### src/rtl/mem_wb.sv
// MEM/WB pipeline stage: waits on the data memory, extracts load data
// (sign/zero extension by byte offset) and registers the writeback fields.
module mem_wb #(
    parameter int TIMEOUT = 16
) (
    input  logic        clk,
    input  logic        rst,
    input  logic [31:0] alu_out_mem,
    input  logic [5:0]  rd_addr_mem,
    input  logic        wb_en_mem,
    input  logic        float_wb_en_mem,
    input  logic [2:0]  is_load_mem,
    input  logic [31:0] dm_rdata,
    input  logic        dm_valid,
    output logic        mem_stall,
    output logic        access_err,
    output logic [5:0]  rd_addr_wb,
    output logic        wb_en_wb,
    output logic        float_wb_en_wb,
    output logic [31:0] wb_data,
    output logic [31:0] fw_from_wb
);

    localparam int CW = (TIMEOUT > 2) ? $clog2(TIMEOUT) : 1;
    localparam logic [CW-1:0] CNT_LAST = CW'(TIMEOUT - 1);

    typedef enum logic {IDLE, WAIT} state_t;

    state_t        state;
    logic [CW-1:0] wait_cnt;

    logic        is_load;
    logic        timeout_hit;
    logic        load_done;
    logic [1:0]  off;
    logic [15:0] half;
    logic [7:0]  byte_sel;
    logic [31:0] ld_data;
    logic [31:0] sel_data;

    assign is_load = (is_load_mem != 3'b000);
    assign off     = alu_out_mem[1:0];

    // A valid response on the last wait cycle wins over the timeout.
    assign timeout_hit = (state == WAIT) && (wait_cnt == CNT_LAST) && !dm_valid;

    always_comb begin
        load_done = 1'b0;
        if (state == WAIT)
            load_done = dm_valid || (wait_cnt == CNT_LAST);
        else
            load_done = is_load && dm_valid;
    end

    assign mem_stall  = !rst && ((state == WAIT) || (is_load && !dm_valid));
    assign access_err = timeout_hit;

    always_comb begin
        half     = off[1] ? dm_rdata[31:16] : dm_rdata[15:0];
        byte_sel = 8'h00;
        case (off)
            2'd0:    byte_sel = dm_rdata[7:0];
            2'd1:    byte_sel = dm_rdata[15:8];
            2'd2:    byte_sel = dm_rdata[23:16];
            default: byte_sel = dm_rdata[31:24];
        endcase
    end

    always_comb begin
        ld_data = dm_rdata;
        case (is_load_mem)
            3'b010:  ld_data = {{16{half[15]}}, half};
            3'b011:  ld_data = {{24{byte_sel[7]}}, byte_sel};
            3'b100:  ld_data = {16'h0000, half};
            3'b101:  ld_data = {24'h000000, byte_sel};
            default: ld_data = dm_rdata;
        endcase
    end

    // An aborted load still retires, carrying zero as its data.
    always_comb begin
        sel_data = alu_out_mem;
        if (is_load)
            sel_data = timeout_hit ? 32'h0 : ld_data;
    end

    always_ff @(posedge clk or posedge rst) begin
        if (rst) begin
            state          <= IDLE;
            wait_cnt       <= '0;
            rd_addr_wb     <= 6'd0;
            wb_en_wb       <= 1'b0;
            float_wb_en_wb <= 1'b0;
            wb_data        <= 32'h0;
        end else begin
            case (state)
                IDLE: begin
                    if (is_load && !dm_valid) begin
                        state    <= WAIT;
                        wait_cnt <= '0;
                    end
                end
                WAIT: begin
                    if (load_done) begin
                        state    <= IDLE;
                        wait_cnt <= '0;
                    end else begin
                        wait_cnt <= wait_cnt + 1'b1;
                    end
                end
                default: state <= IDLE;
            endcase

            if (mem_stall && !load_done) begin
                rd_addr_wb     <= 6'd0;
                wb_en_wb       <= 1'b0;
                float_wb_en_wb <= 1'b0;
            end else begin
                rd_addr_wb     <= rd_addr_mem;
                wb_en_wb       <= wb_en_mem;
                float_wb_en_wb <= float_wb_en_mem;
                wb_data        <= sel_data;
            end
        end
    end

    assign fw_from_wb = wb_data;

endmodule

### config.mk
export PLATFORM = sky130hd
export DESIGN_NAME = mem_wb
export DESIGN_NICKNAME = d
export VERILOG_FILES = /design/src/rtl/mem_wb.sv
export SDC_FILE = /design/constraint.sdc
export NUM_CORES = 1
export LEC_CHECK = 0
export ABC_AREA = 1
export BUFFER_PORTS_ARGS = -buffer_cell sky130_fd_sc_hd__buf_2
export CAP_MARGIN = 20
export CORE_UTILIZATION = 28
export CTS_CLUSTER_DIAMETER = 60
export DETAILED_ROUTE_END_ITERATION = 6
export PLACE_DENSITY_LB_ADDON = 0.08
export SLEW_MARGIN = 20
export SYNTH_ARGS = -nofsm -noshare
export SYNTH_HDL_FRONTEND = slang
export SYNTH_SLANG_ARGS = --single-unit
### constraint.sdc
create_clock -name clk -period 2.25 [get_ports clk]
set_input_delay 0.45 -clock clk [delete_from_list [all_inputs] [get_ports clk]]
set_output_delay 0.45 -clock clk [all_outputs]
set_load 0.05 [all_outputs]
==> results.cfg <==
[status]
status = complete, no violations

[setup_path]
crit_type = register to primary output
rrSetupSlack_ns = 0.36
r2r_cells = 10
critPathLaunchType = register
r2r_start = wait_cnt[0]
cp.required_ns = 1.80
crit_fanout = 5
end_kind = primary output
r2r-end = fw_from_wb[12]
arrival_ns = 1.58

[sta]
min_period_ns = 2.03
tns_ns = 0
fin_skew_ns = 0.00732
layout_setup_ws_ns = 0.220
slew_violations = 0
rsz0062_at_grt = false
setup_violations = 0
finalCritPeriodShare = 0.902
max_freq_mhz = 493
max_slew_margin = 0.605
finalHoldViolations = 0
worstMarginPinSlew_ns = 0.593

[hold_path]
hp-start = rd_addr_mem[3]
hold_class = input port to register
hold_path_end = rd_addr_wb[3]
hold_depth = 3

[global_routing]
overflow = 0
antenna_found_initial = 0
grt_first_pass_wirelength_um = 16900
grt_pass1_vias = 3201
grt_max_degree = 46
track_usage = 0.170

[floorplan]
rows = 40
io_pins = 152
core-area_mm2 = 0.0120
dieArea_mm2 = 0.0127
start_util = 0.287
die_width_um = 113
die_y_um = 113

[synthesis]
seq_area_frac_synth = 0.328
synth_top_area_cell = dfrtp_1
synth_fp_nets = 602
ys_seq_elements = 45
synth_cells = 523
yosys.area.top_type_share = 0.328
synth_flop_cell = dfrtp_1
yosysUniqueCellTypes = 29
netlist_top_cells_area = dfrtp_1 (33%), nor2_1 (16%), nand2_1 (8.2%)
syn_area_mm2 = 0.00343
synth_warnings = 0
synth_edf_count = 0
synthArstFlopShare = 1.00
avgSynthCellArea_um2 = 6.56

[clocking]
cts.sinks = 45
cts.reportedPaths.clkPinSlew_ns = 0.07
cts_tree = done
cts_root_buffer = clkbuf_16
cts_setup_buffers = 0
cts_hold_buf = 0
cts_buffer_depth = 2
numCtsBuffers = 5
clk_latency_ns = 0.29
cts_resized = 0
htree_levels = 2

[routing]
route.detailed.drc = 0
vias_per_cell = 4.44
finalWirelength_um = 10600
wl_per_cell_um = 13.6
first_pass_iters = 4
drt_iter0_markers = 154
dr_total_vias = 3474
final_antenna_net_count = 0

[placed_design]
place.gp.congestion = 0.789
io_buffers = 151
place_inst = 776
dp_hpwl_um = 8160
pre_cts_ws_ns = 0.311

[layout]
diodes = 0
drive_gt1_frac = 0.336
final_cell_count_no_fill = 783
final_nets = 715
area_delta_synth_final_pct = 23.2

[power_and_ir_drop]
powerDensity_mw_per_mm2 = 759
total_leakage_power_nw = 2.37
pwr-share-comb = 0.434
ir_worst_vdd_v = 0.000379
switchingPower_mw = 1.45
switching_share = 0.452
p_int_mw = 1.76
p_seq_frac = 0.307
pwr-share-clk = 0.259

[flow_run]
cap_viol_max_count = 0
==> placed cells by master (no fill, tap or decap) <==
cell type,n
inv_2,8
a21oi_2,18
xor2_1,1
o21a_1,3
nor2_1,149
dfrtp_1,45
buf_4,9
bufinv_16,1
clkbuf_16,5
inv_1,64
o211ai_1,3
o21ai_1,1
o21bai_1,1
nand3_2,1
a21oi_1,39
nor2_4,2
nand3_4,2
buf_12,1
o22ai_1,2
clkinv_2,1
nand3_1,15
nand2_1,75
nor2_2,2
nand4_1,2
clkinvlp_4,1
nor3_2,1
buf_2,151
nor3_1,1
o21ai_0,20
ha_1,1
nand2_2,11
==> state kept, by name, summed over array words and instances, names as in the netlist <==
name and cells:
state 1, wb_en_wb 1, float_wb_en_wb 1, wait_cnt 4, rd_addr_wb 6, fw_from_wb 32
==> through the flow <==
| step | hold slack [ns] | power, mW | utilization | cell area, um^2 |
|---|---|---|---|---|
| 3_5_place_dp | 0.521 | 2.41 | 0.340 | 4070 |
| 2_1_floorplan | 0.469 | 2.17 | - | 3440 |
| 5_1_grt | 0.374 | 3.38 | 0.353 | 4230 |
| 4_1_cts | 0.357 | 3.26 | 0.353 | 4230 |
| 6_report | 0.365 | 3.21 | 0.353 | 4230 |
| 3_3_place_gp | 0.499 | 2.40 | 0.340 | 4070 |
==> Yosys cell counts (2+ instances only) <==
master and number:
nand2_1 75, clkbuf_1 5, a21oi_2 18, o21a_1 3, o211ai_1 3, nand4_1 2, inv_2 8, buf_4 34
inv_1 65, o21ai_0 20, dfrtp_1 45, buf_2 10, nor2_2 3, nor2_1 149, buf_6 5, a21oi_1 39
nand2_2 11, o22ai_1 2, nand3_1 15, nand3_4 2
==> cells by family (layout without fill, tap and decap cells) <==
group / after synthesis / in the layout / share of synthesized area
AND/OR/NAND/NOR: 261 / 261 / 0.317
buffers and inverters: 128 / 241 / 0.196
AO/OA/AOI/OAI: 87 / 87 / 0.152
flip-flops: 45 / 45 / 0.328
adder cells (fa/ha/maj): 1 / 1 / 0.00365
XOR/XNOR: 1 / 1 / 0.00255
==> worst max-delay path, cell delays in order, from the launching register on <==
cell     delay, ns
dfrtp_1       0.39
ha_1          0.18
nand2_1       0.07
inv_2         0.06
nand4_1       0.22
inv_1         0.11
buf_2         0.26
==> final cells by class <==
type	count	area, um^2
inverters	73	278
repair buffers	161	843
flip-flops and latches	45	1130
fillers	1342	7730
clock buffers	5	125
multi-input cells	350	1640
clock inverters	2	35.0
well taps	147	184
==> routing by layer <==
metal | track usage | vias to the layer above | routed length, um
met1 | 0.243 | 1585 | 5290
met4 | 0.0347 | 0 | 36
met3 | 0.0246 | 2 | 433
li1 | - | 1792 | -
met2 | 0.274 | 95 | 4880
met5 | 0 | - | 0
==> how the worst max path moves through the flow <==
stage / from / endpoint / slack [ns] / cells past startpoint
after floorplan: rst / mem_stall / 0.16 / 3
after global placement: alu_out_mem[1] / fw_from_wb[26] / 0.32 / 8
after detailed placement: alu_out_mem[1] / fw_from_wb[26] / 0.31 / 8
after CTS: wait_cnt[0] / access_err / 0.20 / 6
after global routing: wait_cnt[0] / access_err / 0.07 / 6
final: wait_cnt[0] / access_err / 0.22 / 6
==> power by group through the flow <==
| stage | logic [mW] | clock network, mW | registers (mW) |
|---|---|---|---|
| 6_report | 1.39 | 0.832 | 0.985 |
| 5_1_grt | 1.49 | 0.889 | 1.00 |
| 4_1_cts | 1.40 | 0.861 | 0.990 |
| 3_5_place_dp | 1.40 | 0 | 1.01 |
| 3_3_place_gp | 1.41 | 0 | 0.999 |
| 2_1_floorplan | 0.830 | 0 | 1.34 |
No activity file was read; power rests on OpenSTA's default activity.
